[config.mk]
export PLATFORM = sky130hd
export DESIGN_NAME = mem_arbiter
export DESIGN_NICKNAME = d
export VERILOG_FILES = /design/src/rtl/mem_arb_pkg.sv /design/src/rtl/mem_arb_wbuf.sv /design/src/rtl/mem_arbiter.sv
export SDC_FILE = /design/constraint.sdc
export NUM_CORES = 1
export LEC_CHECK = 0
export ABC_AREA = 1
export BUFFER_PORTS_ARGS = -buffer_cell sky130_fd_sc_hd__buf_2
export CELL_PAD_IN_SITES_DETAIL_PLACEMENT = 1
export CELL_PAD_IN_SITES_GLOBAL_PLACEMENT = 1
export CORE_ASPECT_RATIO = 0.7
export CORE_MARGIN = 1.5
export CORE_UTILIZATION = 34
export CTS_CLUSTER_SIZE = 12
export DETAILED_ROUTE_END_ITERATION = 12
export PLACE_DENSITY_LB_ADDON = 0.05
export SLEW_MARGIN = 20
export SYNTH_ARGS = -nofsm -noshare
export SYNTH_HDL_FRONTEND = slang
export SYNTH_HIERARCHICAL = 1
export SYNTH_SLANG_ARGS = --single-unit
[constraint.sdc]
create_clock -name clk -period 1.75 [get_ports clk]
set_input_delay 0.175 -clock clk [delete_from_list [all_inputs] [get_ports clk]]
set_output_delay 0.175 -clock clk [all_outputs]
set_load 0.005 [all_outputs]
[src/rtl/mem_arb_pkg.sv]
// mem_arb_pkg
// Shared types and defaults for the memory arbiter slice: FSM state encoding,
// grant-source encoding and the default line/index widths.
// No ports (package).

package mem_arb_pkg;

  localparam int ADDR_W_DEF       = 10;
  localparam int LINE_W_DEF       = 128;
  localparam int STARVE_LIMIT_DEF = 4;

  // Arbiter FSM states
  typedef enum logic [2:0] {
    IDLE,
    WB,
    DRD,
    IRD,
    RESP
  } arbState_t;

  // Which port won the current grant; RESP uses it to pick the valid pulse
  typedef enum logic [1:0] {
    SRC_NONE,
    SRC_WB,
    SRC_DRD,
    SRC_IRD
  } grantSrc_t;

endpackage

[src/rtl/mem_arb_wbuf.sv]
// mem_arb_wbuf
// One-entry write-back buffer between the D-cache eviction port and the
// arbiter. Captures a line when empty, holds it until the arbiter frees it,
// and flags (sticky) any strobe that arrives while the entry is occupied.
// Ports:
//   i_clk, i_rst_n  clock, asynchronous active-low reset
//   i_we            write-back strobe (one cycle, never back-pressured)
//   i_addr, i_line  write-back line index and data
//   i_free          entry has been written to memory this cycle
//   o_pending       entry full, or a strobe is being captured right now
//   o_addr, o_line  pending entry (bypasses the incoming strobe when empty)
//   o_ovf           sticky overflow flag

module mem_arb_wbuf
  import mem_arb_pkg::*;
#(
  parameter int ADDR_W = ADDR_W_DEF,
  parameter int LINE_W = LINE_W_DEF
) (
  input  logic              i_clk,
  input  logic              i_rst_n,
  input  logic              i_we,
  input  logic [ADDR_W-1:0] i_addr,
  input  logic [LINE_W-1:0] i_line,
  input  logic              i_free,
  output logic              o_pending,
  output logic [ADDR_W-1:0] o_addr,
  output logic [LINE_W-1:0] o_line,
  output logic              o_ovf
);

  logic              r_full;
  logic [ADDR_W-1:0] r_addr;
  logic [LINE_W-1:0] r_line;
  logic              r_ovf;

  // Capture only into an empty entry; a strobe against a full entry is lost
  // and remembered in the overflow flag. Free and capture never coincide
  // because free only happens while the entry is full.
  always_ff @(posedge i_clk or negedge i_rst_n) begin
    if (!i_rst_n) begin
      r_full <= 1'b0;
      r_addr <= '0;
      r_line <= '0;
      r_ovf  <= 1'b0;
    end else begin
      if (i_free) begin
        r_full <= 1'b0;
      end
      if (i_we && !r_full) begin
        r_full <= 1'b1;
        r_addr <= i_addr;
        r_line <= i_line;
      end
      if (i_we && r_full) begin
        r_ovf <= 1'b1;
      end
    end
  end

  // Exposing the incoming strobe lets the arbiter grant the write-back in the
  // same cycle it arrives, so a same-cycle refill of that index cannot win.
  assign o_pending = r_full | i_we;
  assign o_addr    = r_full ? r_addr : i_addr;
  assign o_line    = r_full ? r_line : i_line;
  assign o_ovf     = r_ovf;

endmodule

[src/rtl/mem_arbiter.sv]
// mem_arbiter
// Shares one single-port line memory between I-cache refill, D-cache refill
// and D-cache write-back. One memory transaction at a time, fixed priority
// WB > D-read > I-read.
// Optional feature macro: ARB_STARVE_GUARD_EN -- after STARVE_LIMIT D-read
// grants that beat a waiting I-read, the next grant goes to the I-side.
// Ports:
//   clk, rst                    clock, asynchronous active-low reset
//   Ic_mem_req/addr             I-cache line request (level) and index
//   F_mem_inst, F_mem_valid     I-line data and one-cycle valid pulse
//   Dc_mem_req/addr             D-cache refill request (level) and index
//   MEM_data_line, MEM_mem_valid D-line data and one-cycle valid pulse
//   Dc_wb_we/addr/wline         write-back strobe, index and data
//   mem_req/we/addr/wdata       memory request side
//   mem_rdata, mem_ack          memory response side
//   wb_ovf                      sticky write-back overflow

module mem_arbiter
  import mem_arb_pkg::*;
#(
  parameter int ADDR_W = ADDR_W_DEF,
  parameter int LINE_W = LINE_W_DEF
`ifdef ARB_STARVE_GUARD_EN
  ,
  parameter int STARVE_LIMIT = STARVE_LIMIT_DEF
`endif
) (
  input  logic              clk,
  input  logic              rst,
  input  logic              Ic_mem_req,
  input  logic [ADDR_W-1:0] Ic_mem_addr,
  output logic [LINE_W-1:0] F_mem_inst,
  output logic              F_mem_valid,
  input  logic              Dc_mem_req,
  input  logic [ADDR_W-1:0] Dc_mem_addr,
  output logic [LINE_W-1:0] MEM_data_line,
  output logic              MEM_mem_valid,
  input  logic              Dc_wb_we,
  input  logic [ADDR_W-1:0] Dc_wb_addr,
  input  logic [LINE_W-1:0] Dc_wb_wline,
  output logic              mem_req,
  output logic              mem_we,
  output logic [ADDR_W-1:0] mem_addr,
  output logic [LINE_W-1:0] mem_wdata,
  input  logic [LINE_W-1:0] mem_rdata,
  input  logic              mem_ack,
  output logic              wb_ovf
);

  arbState_t         r_state;
  arbState_t         w_nextState;
  grantSrc_t         r_src;
  grantSrc_t         w_grant;
  logic [ADDR_W-1:0] r_memAddr;
  logic [LINE_W-1:0] r_memWdata;
  logic [LINE_W-1:0] r_fInst;
  logic [LINE_W-1:0] r_memLine;
  logic              w_wbPending;
  logic [ADDR_W-1:0] w_wbAddr;
  logic [LINE_W-1:0] w_wbLine;
  logic              w_wbFree;
  logic              w_starveHit;

  assign w_wbFree = (r_state == WB) && mem_ack;

  mem_arb_wbuf #(
    .ADDR_W (ADDR_W),
    .LINE_W (LINE_W)
  ) u_wbuf (
    .i_clk     (clk),
    .i_rst_n   (rst),
    .i_we      (Dc_wb_we),
    .i_addr    (Dc_wb_addr),
    .i_line    (Dc_wb_wline),
    .i_free    (w_wbFree),
    .o_pending (w_wbPending),
    .o_addr    (w_wbAddr),
    .o_line    (w_wbLine),
    .o_ovf     (wb_ovf)
  );

`ifdef ARB_STARVE_GUARD_EN
  logic [2:0] r_starveCnt;

  assign w_starveHit = Ic_mem_req && (r_starveCnt >= 3'(STARVE_LIMIT));

  // Counts D-read grants that overtook a waiting I-read; saturates so a long
  // D burst cannot wrap back below the limit.
  always_ff @(posedge clk or negedge rst) begin
    if (!rst) begin
      r_starveCnt <= '0;
    end else if (!Ic_mem_req || (w_grant == SRC_IRD)) begin
      r_starveCnt <= '0;
    end else if ((w_grant == SRC_DRD) && (r_starveCnt != 3'd7)) begin
      r_starveCnt <= r_starveCnt + 3'd1;
    end
  end
`else
  assign w_starveHit = 1'b0;
`endif

  // Next-state and grant selection. A withdrawn request only matters in IDLE;
  // once granted, a transaction runs to its ack.
  always_comb begin
    w_nextState = r_state;
    w_grant     = SRC_NONE;
    case (r_state)
      IDLE: begin
        if (w_wbPending) begin
          w_nextState = WB;
          w_grant     = SRC_WB;
        end else if (w_starveHit) begin
          w_nextState = IRD;
          w_grant     = SRC_IRD;
        end else if (Dc_mem_req) begin
          w_nextState = DRD;
          w_grant     = SRC_DRD;
        end else if (Ic_mem_req) begin
          w_nextState = IRD;
          w_grant     = SRC_IRD;
        end
      end
      WB: begin
        if (mem_ack) begin
          w_nextState = IDLE;
        end
      end
      DRD, IRD: begin
        if (mem_ack) begin
          w_nextState = RESP;
        end
      end
      RESP: begin
        w_nextState = IDLE;
      end
      default: begin
        w_nextState = IDLE;
      end
    endcase
  end

  // State register plus the request address/data latched at grant time, which
  // keeps mem_addr/mem_wdata stable for the whole transaction and afterwards.
  always_ff @(posedge clk or negedge rst) begin
    if (!rst) begin
      r_state    <= IDLE;
      r_src      <= SRC_NONE;
      r_memAddr  <= '0;
      r_memWdata <= '0;
    end else begin
      r_state <= w_nextState;
      if (w_grant != SRC_NONE) begin
        r_src <= w_grant;
      end
      case (w_grant)
        SRC_WB: begin
          r_memAddr  <= w_wbAddr;
          r_memWdata <= w_wbLine;
        end
        SRC_DRD: r_memAddr <= Dc_mem_addr;
        SRC_IRD: r_memAddr <= Ic_mem_addr;
        default: ;
      endcase
    end
  end

  // Response data registers: loaded on the ack and held until the next
  // response on the same side.
  always_ff @(posedge clk or negedge rst) begin
    if (!rst) begin
      r_fInst   <= '0;
      r_memLine <= '0;
    end else if (mem_ack) begin
      if (r_state == IRD) begin
        r_fInst <= mem_rdata;
      end
      if (r_state == DRD) begin
        r_memLine <= mem_rdata;
      end
    end
  end

  assign mem_req       = (r_state == WB) || (r_state == DRD) || (r_state == IRD);
  assign mem_we        = (r_state == WB);
  assign mem_addr      = r_memAddr;
  assign mem_wdata     = r_memWdata;
  assign F_mem_inst    = r_fInst;
  assign MEM_data_line = r_memLine;
  assign F_mem_valid   = (r_state == RESP) && (r_src == SRC_IRD);
  assign MEM_mem_valid = (r_state == RESP) && (r_src == SRC_DRD);

endmodule
# Word-level counts from Yosys, hierarchy flattened
# Cells that the tools add are included.
# Widths: inputs -> output; s select.
dict set report classes {
  eq_ne 12
  n_mux 15
  n_bitwise 1
  n_reduce_logical 16
}
# cell count
set op_table {}
lappend op_table {{$mux 128} 1}
lappend op_table {{$pmux 10 s3} 1}
lappend op_table {{$mux 3} 5}
lappend op_table {{$mux 10} 1}
lappend op_table {{$pmux 3 s3} 1}
lappend op_table {{$eq 2x2->1 const B} 4}
lappend op_table {{$mux 2} 4}
lappend op_table {{$eq 3x2->1 const B} 2}
lappend op_table {{$logic_and 1x1->1} 5}
lappend op_table {{$ne 4x3->1 const B} 1}
lappend op_table {{$reduce_and 2->1} 2}
lappend op_table {{$reduce_bool 2->1} 2}
lappend op_table {{$eq 3x1->1 const B} 1}
lappend op_table {{$eq 3x3->1 const B} 1}
lappend op_table {{$logic_not 3->1} 1}
lappend op_table {{$reduce_and 3->1} 1}
lappend op_table {{$reduce_bool 3->1} 1}
lappend op_table {{$eq 2x1->1 const B} 1}
lappend op_table {{$logic_or 1x1->1} 2}
lappend op_table {{$mux 1} 2}
lappend op_table {{$ne 2x1->1 const B} 1}
lappend op_table {{$ne 2x2->1 const B} 1}
lappend op_table {{$reduce_or 2->1} 1}
lappend op_table {{$logic_not 1->1} 1}
lappend op_table {{$or 1x1->1} 1}
dict set report totals {
  regBits 539
  input_bits 292
  out_inout_bits 399
  word_cells 54
}

# Logic depth before layout (Yosys ltp)
# Gate-level depths: netlist (run 1).
dict set report logic_depth {
  ltp_word 6
  mapped_depth 10
  ltp_nobuf 7
}

# Cells and area by module
# Netlist (run 1), hierarchy kept.
# mod n_inst cells_per_inst area_per_inst_um2 seq_area_each_um2
set modules_own_cells {}
lappend modules_own_cells {mem_arbiter 1 1648 15712.6 9984.6}
lappend modules_own_cells {mem_arb_wbuf 1 1050 7339.5 3503.4}

# Worst setup path after synthesis (run 1)
# No wires, ideal clock.
dict set report synth_timing {
  path_type {register to register}
  from {register u_wbuf.r_full}
  to {register r_memWdata[116], in the netlist mem_wdata[116]}
  setup_ns 0.066
  arrival_ns 1.741
  setup_slack_ns -0.058
  path_stages_with_launch 11
  path_buffers 4
  period_less_slack_ns 1.808
  path_cell_list {dfrtp_1 > buf_4 > buf_2 > or2_2 > a21oi_1 > nor2_4 > nand2_1 > buf_2 > buf_2 > nand2_1 > nand2_1}
}
dict set report synth_via {
  elab_chain_len 4
  elab_cells_between_ends 5
  classes_between {eq/ne: 1; mux: 3; bitwise: 1}
}
# element line_no
set synth_lines {}
lappend synth_lines {{from (decl)} mem_arb_wbuf.sv:32} ;# logic r_full;
lappend synth_lines {{from (signal assigned)} mem_arb_wbuf.sv:42} ;# r_full <= 1'b0;
lappend synth_lines {{from (signal assigned)} mem_arb_wbuf.sv:48} ;# r_full <= 1'b0;
lappend synth_lines {{from (signal assigned)} mem_arb_wbuf.sv:51} ;# r_full <= 1'b1;
lappend synth_lines {{$or 1x1->1} mem_arb_wbuf.sv:63} ;# assign o_pending = r_full | i_we;
lappend synth_lines {{via w_wbPending} mem_arbiter.sv:58} ;# logic w_wbPending;
lappend synth_lines {{$mux 2} mem_arbiter.sv:109} ;# if (w_wbPending) begin
lappend synth_lines {{$mux 2} mem_arbiter.sv:107} ;# case (r_state)
lappend synth_lines {{$eq 2x1->1} mem_arbiter.sv:155} ;# case (w_grant)
lappend synth_lines {{to (signal assigned)} mem_arbiter.sv:158} ;# r_memWdata <= w_wbLine;
lappend synth_lines {{to (decl)} mem_arbiter.sv:55} ;# logic [LINE_W-1:0] r_memWdata;
# The timed path passes the listed nets, and every way through them passes these cells.
# A chain may end at the register's enable or synchronous reset.

# Worst setup path in the final report (run 1)
dict set report layout_timing {
  from {register r_state[0]}
  to {output port F_mem_valid}
}
dict set report layout_via {
  elab_chain_len 2
}
# element line_no
set layout_lines {}
lappend layout_lines {{from (decl)} mem_arbiter.sv:50} ;# arbState_t r_state;
lappend layout_lines {{from (signal assigned)} mem_arbiter.sv:151} ;# r_state <= w_nextState;
lappend layout_lines {{$eq 3x3->1} mem_arbiter.sv:189} ;# assign F_mem_valid = (r_state == RESP) && (r_src == SRC_IRD);
lappend layout_lines {{$logic_and 1x1->1} mem_arbiter.sv:189}
lappend layout_lines {{to (decl)} mem_arbiter.sv:33} ;# output logic F_mem_valid,
# No other way between the ends.

==> results of run 1 <==
[layout make-up]
type	instances	area (sq um)	share of cell area, %
Multi-Input combinational cell	1837	8070	23.4
Sequential cell	539	13500	39.1
Clock inverter	13	148	0.428
Timing Repair Buffer	1166	9360	27.1
Inverter	151	583	1.69
Tap cell	891	1110	3.23
Antenna cell	10	25.0	0.0725
Clock buffer	88	1720	4.99
[kinds of logic (layout without fill, tap and decap cells)]
group / Yosys count / in the layout / synth area share [%]
compound gates: 274 / 274 / 5.98
buf+inv: 333 / 1418 / 8.39
flops: 539 / 539 / 58.5
other cells: 0 / 10 / 0
simple gates: 1552 / 1563 / 27.1
[metal layers]
metal | up-vias | part of all wire, % | global-route usage [%] | wire [um]
met5 | - | 0.068 | 0 | 70
met4 | 10 | 3.4 | 8.70 | 3570
met3 | 194 | 5.0 | 5.21 | 5230
met2 | 656 | 48 | 43.5 | 50000
met1 | 11700 | 43 | 32.4 | 44800
li1 | 10600 | - | - | -
[per-stage QoR]
step	utilization (%)	worst slack, ps	instances	hold WS (ps)
after CTS	48.6	-179	4584	36.2
after floorplan	-	-7.52	2698	-121
after global placement	41.3	95.2	4191	98.9
after detailed placement	41.3	3.91	4191	98.9
final	51.7	-144	4695	55.1
after global routing	51.7	-207	4694	70.2
[state kept, by name (all words and copies together), names as in the netlist]
signal         flops
r_state            3
MEM_data_line    128
u_wbuf/r_full      1
mem_wdata        128
mem_addr          10
u_wbuf/r_addr     10
u_wbuf/r_line    128
r_src              2
F_mem_inst       128
u_wbuf/o_ovf       1
[critical path, cell delays in order, from the launching register on]
cell and delay (ps):
dfrtp_1 410, nor2_4 150, buf_8 130, nand2_8 50
nor3_4 190, buf_2 160
[final timing paths]
check / start / to / depth (start not counted)
setup / recovery: r_state[0] / F_mem_valid / 5
hold / removal: rst / u_wbuf/r_line[43] / 2
setup reg to reg: r_state[1] / F_mem_inst[83] / 10
hold reg to reg: mem_wdata[39] / mem_wdata[39] / 2
max in group asynchronous: rst / F_mem_inst[40] / 3
min in group clk: Dc_wb_we / u_wbuf/r_line[21] / 4
[power by group through the flow]
stage                     logic, W  clock network, W  registers [W]
after floorplan             0.0117                 0         0.0215
after global placement      0.0215                 0         0.0215
after detailed placement    0.0223                 0         0.0217
after CTS                   0.0231            0.0128         0.0216
after global routing        0.0303            0.0132         0.0224
final                       0.0277            0.0125         0.0218
[timing repair]
item                                    CTS  global route
resized for setup                        15           153
setup buffers                             4            36
gates cloned                              0            65
hold buffers                            288             0
pin swaps                                 3            21
endpoints found under the hold margin   882             0
endpoints found under the setup margin    5           259
[layout by cell type (no fill, tap or decap), types with 5 or more instances in the layout]
master and count:
buf_4 63, a21oi_1 8, dlygate4sd3_1 288, buf_12 52, inv_1 147, clkbuf_8 18
nand2_1 1210, nand2_4 5, clkbuf_1 13, diode_2 10, nand2_8 12, o21ai_2 13
o21ai_0 126, nor2_1 34, o21ai_1 122, nand4_1 10, buf_16 9, buf_8 8
nand3_1 265, nand3_2 11, buf_2 687, buf_6 23, dfrtp_1 538, clkbuf_16 93
clkinv_2 8
==> impl_metrics.ini, run 1 <==
[die]
start_util_pct = 34.6
fp.dieArea_sq_um = 69400
die_x_um = 314
num_rows = 79
ios = 691
fp.dieH_um = 221
core_sq_um = 66700

[route]
ant_nets = 0
vias = 23200
drt_wl_total_um = 104000
wl_per_cell_um = 22.1
drc = 0
drt-initial-drc-count = 1541
via_per_inst = 4.94
firstDrtPassIters = 7

[yosys]
syn_inst = 2698
ys_types = 25
synth_edf_count = 0
synth_nets = 2990
synthFlopType = dfrtp_1
synth_most_common_cell = nand2_1
ys_top_cells_by_area = dfrtp_1 59%, nand2_1 20%, nand3_1 6.0%
yosys_register_bits = 539
ys_warn_count = 6
avgSynthCellArea_sq_um = 8.54
synth_top_cell_area_share_pct = 58.5
yosysTopAreaCell = dfrtp_1
mappedNetlistArea_sq_um = 23100
async_reset_ff_share_pct = 100
yosysSeqAreaShare_pct = 58.5
synthTopCellsByCount = 1216 x nand2_1, 539 x dfrtp_1, 276 x nand3_1

[power]
p_clk_share_pct = 20.1
power.total_w = 0.0620
comb_power_share_pct = 44.7
powerDensity_nw_per_um2 = 1800
p_leak_nw = 19.0
ir_drop_uv = 852
p_switching_w = 0.0250
p_seq_share_pct = 35.2
swShare_pct = 40.3
internal-power_w = 0.0370

[timing]
setup_viol = 107
hold_viol_final = 0
period_share_pct = 108
slew_violations = 0
maxSlewHeadroom_pct = 71.7
fin_ws_ps = -144
tightest_slew_ps = 424
fin_crit_ps = 1890
skew_ps = 27.2
rsz0062_at_grt = true
fmax_ghz = 0.528
setup_tns_ps = -3860

[placement]
io_buffer_count = 690
postPlaceCellArea_sq_um = 27500
place.gp.congestion = 0.889
hpwl_um = 61600

[clock_network]
clockBufferDepth = 3
path_clk_slew_ps = 60
cts_sinks = 539
numCtsBuffers = 57
cts-htree-levels = 2
cts_tree = done
clock_latency_ps = 630
clockRootBuffer = clkbuf_16

[critical_path]
path_class = reg -> out
arrival_ps = 1720
endpoint_kind = output port
required_ps = 1570
cp-start-kind = flop
crit_fanout = 2
r2r_slack_ps = -100

[final_layout]
fin_nets = 4044
syn_to_final_growth_pct = 49.7
design_area_sq_um = 34500
fill_cells = 7922
drive_above_1_share_pct = 27.1

[status]
violations = setup timing
status = finished with violations

[min_path]
hold_path_class = in -> async

[global_routing]
grt_pass1_wl_um = 140000
grt-ovfl-total = 0
antenna_found_initial = 14
grt_max_degree = 102
first_global_vias = 23500
grt_use_total_pct = 25.6

[job]
maxCapViolations = 0
Note: power is estimated with default switching activity, not from simulation.
==> run 2: changes to the inputs <==
ABC_AREA = 0   (was 1)
CELL_PAD_IN_SITES_DETAIL_PLACEMENT = 0   (was 1)
CORE_AREA = 2 2 271 273   (was unset)
CORE_ASPECT_RATIO = unset   (was 0.7)
CORE_MARGIN = unset   (was 1.5)
CORE_UTILIZATION = unset   (was 34)
DIE_AREA = 0 0 273 275   (was unset)
==> run 2 against run 1 <==
The flow still finishes with violations (setup timing); critical path depth grew 1; register-to-register slack better by 20 ps; clock skew is 16 ps lower; worst hold slack better by 32 ps; total power fell by 3.1%; via count is 34% lower; global-route usage fell by 7.0 points; area after synthesis decreased by 1.2%; die area up 8.2%; combinational power is 7.6% lower; critical path type is now reg -> reg; largest cell class unchanged; highest routed layer unchanged.
==> impl_metrics.ini, run 2 <==
[route]
ant_nets = 0
drt_wl_total_um = 72600
vias = 15300
drc = 0
drt-initial-drc-count = 529
wl_per_cell_um = 21.2
via_per_inst = 4.48
firstDrtPassIters = 4

[global_routing]
grt_pass1_wl_um = 107000
antenna_found_initial = 8
first_global_vias = 16700
grt-ovfl-total = 0
grt_use_total_pct = 18.6
grt_max_degree = 84

[yosys]
synth_most_common_cell = dfrtp_1
yosys_register_bits = 539
synth_top_cell_area_share_pct = 59.2
synth_nets = 1634
synthFlopType = dfrtp_1
mappedNetlistArea_sq_um = 22800
avgSynthCellArea_sq_um = 17.0
yosysTopAreaCell = dfrtp_1
synthTopCellsByCount = 539 x dfrtp_1, 322 x mux2_2, 200 x mux2_4
syn_inst = 1342
yosysSeqAreaShare_pct = 59.2
ys_top_cells_by_area = dfrtp_1 59%, mux2_2 16%, mux2_4 13%
ys_warn_count = 6
ys_types = 30
synth_edf_count = 0
async_reset_ff_share_pct = 100

[clock_network]
cts_sinks = 539
clockBufferDepth = 3
cts-htree-levels = 2
path_clk_slew_ps = 60
clockRootBuffer = clkbuf_16
cts_tree = done
clock_latency_ps = 610
numCtsBuffers = 61

[power]
p_leak_nw = 16.4
power.total_w = 0.0601
comb_power_share_pct = 42.6
internal-power_w = 0.0419
p_switching_w = 0.0182
powerDensity_nw_per_um2 = 1790
swShare_pct = 30.3
p_seq_share_pct = 36.7
ir_drop_uv = 904
p_clk_share_pct = 20.8

[timing]
skew_ps = 11.5
setup_tns_ps = -4960
period_share_pct = 104
setup_viol = 181
fin_ws_ps = -76.6
slew_violations = 0
tightest_slew_ps = 815
fin_crit_ps = 1830
rsz0062_at_grt = true
maxSlewHeadroom_pct = 45.5
fmax_ghz = 0.547
hold_viol_final = 0

[final_layout]
fill_cells = 6688
fin_nets = 2701
multi_input_area_sq_um = 8790
drive_above_1_share_pct = 58.6
final_common_cell = buf_2
design_area_sq_um = 33500
syn_to_final_growth_pct = 47.3
layout_common_cells = 687 x buf_2, 538 x dfrtp_1, 306 x mux2_2
seq_area_sq_um = 13500
final_cells = 3421

[die]
ios = 691
die_x_um = 273
start_util_pct = 31.5
num_rows = 99
fp.dieArea_sq_um = 75100
fp.dieH_um = 275
core_sq_um = 72300

[job]
maxCapViolations = 0

[status]
status = finished with violations
violations = setup timing

[critical_path]
path_class = reg -> reg
required_ps = 2240
endpoint_kind = flop
crit_fanout = 8
cp-start-kind = flop
arrival_ps = 2310

[placement]
dp_slack_ps = -130
io_buffer_count = 690
dp.cells = 2984
place.gp.congestion = 0.787
postPlaceCellArea_sq_um = 27800
hpwl_um = 52500

[min_path]
hold_path_class = in -> reg
==> run 2: area by class of cell <==
type / instances / share of cell area [%]
Tap cell: 959 / 3.58
Clock inverter: 16 / 0.325
Timing Repair Buffer: 1083 / 24.1
Multi-Input combinational cell: 721 / 26.2
Inverter: 3 / 0.0410
Antenna cell: 5 / 0.0373
Clock buffer: 95 / 5.50
Sequential cell: 539 / 40.2
==> run 2: timing repair <==
| action | 4_1_cts | 5_1_grt |
|---|---|---|
| hold buffers | 291 | 0 |
| cloned | 5 | 9 |
| endpoints found under the setup margin | 139 | 426 |
| resized for setup | 36 | 46 |
| setup buffers | 9 | 8 |
| endpoints found under the hold margin | 1039 | 0 |
| pin swaps | 4 | 4 |
==> run 2: logic make-up (layout without fill, tap and decap cells) <==
family / after synthesis / in the layout / share of synthesized area [%]
simple gates: 22 / 22 / 0.588
compound gates: 39 / 39 / 1.27
flops: 539 / 539 / 59.2
buf+inv: 82 / 1197 / 2.98
mux: 660 / 660 / 35.9
other cells: 0 / 5 / 0
==> run 2: routing by layer <==
metal  global-route usage, %  vias up  part of all wire, %
met5                       0        -                0.059
met2                    32.2      398                   50
met3                    4.89      120                  6.2
met4                    6.37        8                  3.1
met1                    22.6     7829                   40
li1                        -     6982                    -
==> run 2: through the flow <==
| stage | utilization [%] | hold slack (ps) |
|---|---|---|
| after global routing | 46.4 | 136 |
| after detailed placement | 38.4 | 34.6 |
| final | 46.4 | 86.9 |
| after CTS | 45.7 | 42.6 |
| after floorplan | - | -121 |
| after global placement | 38.4 | 33.3 |
==> run 2: critical path, cell delays in order, from the launching register on <==
cell and delay (ps):
dfrtp_1 390, or3_4 430, nor2_8 100, buf_12 130, buf_12 160, clkbuf_16 180
mux2_4 300
==> run 2: path summary, 6_finish.rpt <==
check                                     to          from  depth (start not counted)  slack (ps)
setup / recovery               mem_wdata[86]    r_state[2]                          6         -80
hold / removal                      r_src[0]    Dc_mem_req                          4          90
setup reg to reg               mem_wdata[86]    r_state[2]                          6         -80
hold reg to reg                 u_wbuf/o_ovf  u_wbuf/o_ovf                          1         450
max in group asynchronous  MEM_data_line[60]           rst                          3         330
min in group asynchronous       mem_wdata[0]           rst                          3         210
==> run 2: power groups by stage <==
stage / clock (W) / combinational [W] / sequential, W
3_3_place_gp: 0 / 0.0230 / 0.0220
3_5_place_dp: 0 / 0.0234 / 0.0221
6_report: 0.0125 / 0.0256 / 0.0220
5_1_grt: 0.0135 / 0.0275 / 0.0228
4_1_cts: 0.0129 / 0.0252 / 0.0220
2_1_floorplan: 0 / 0.0140 / 0.0219
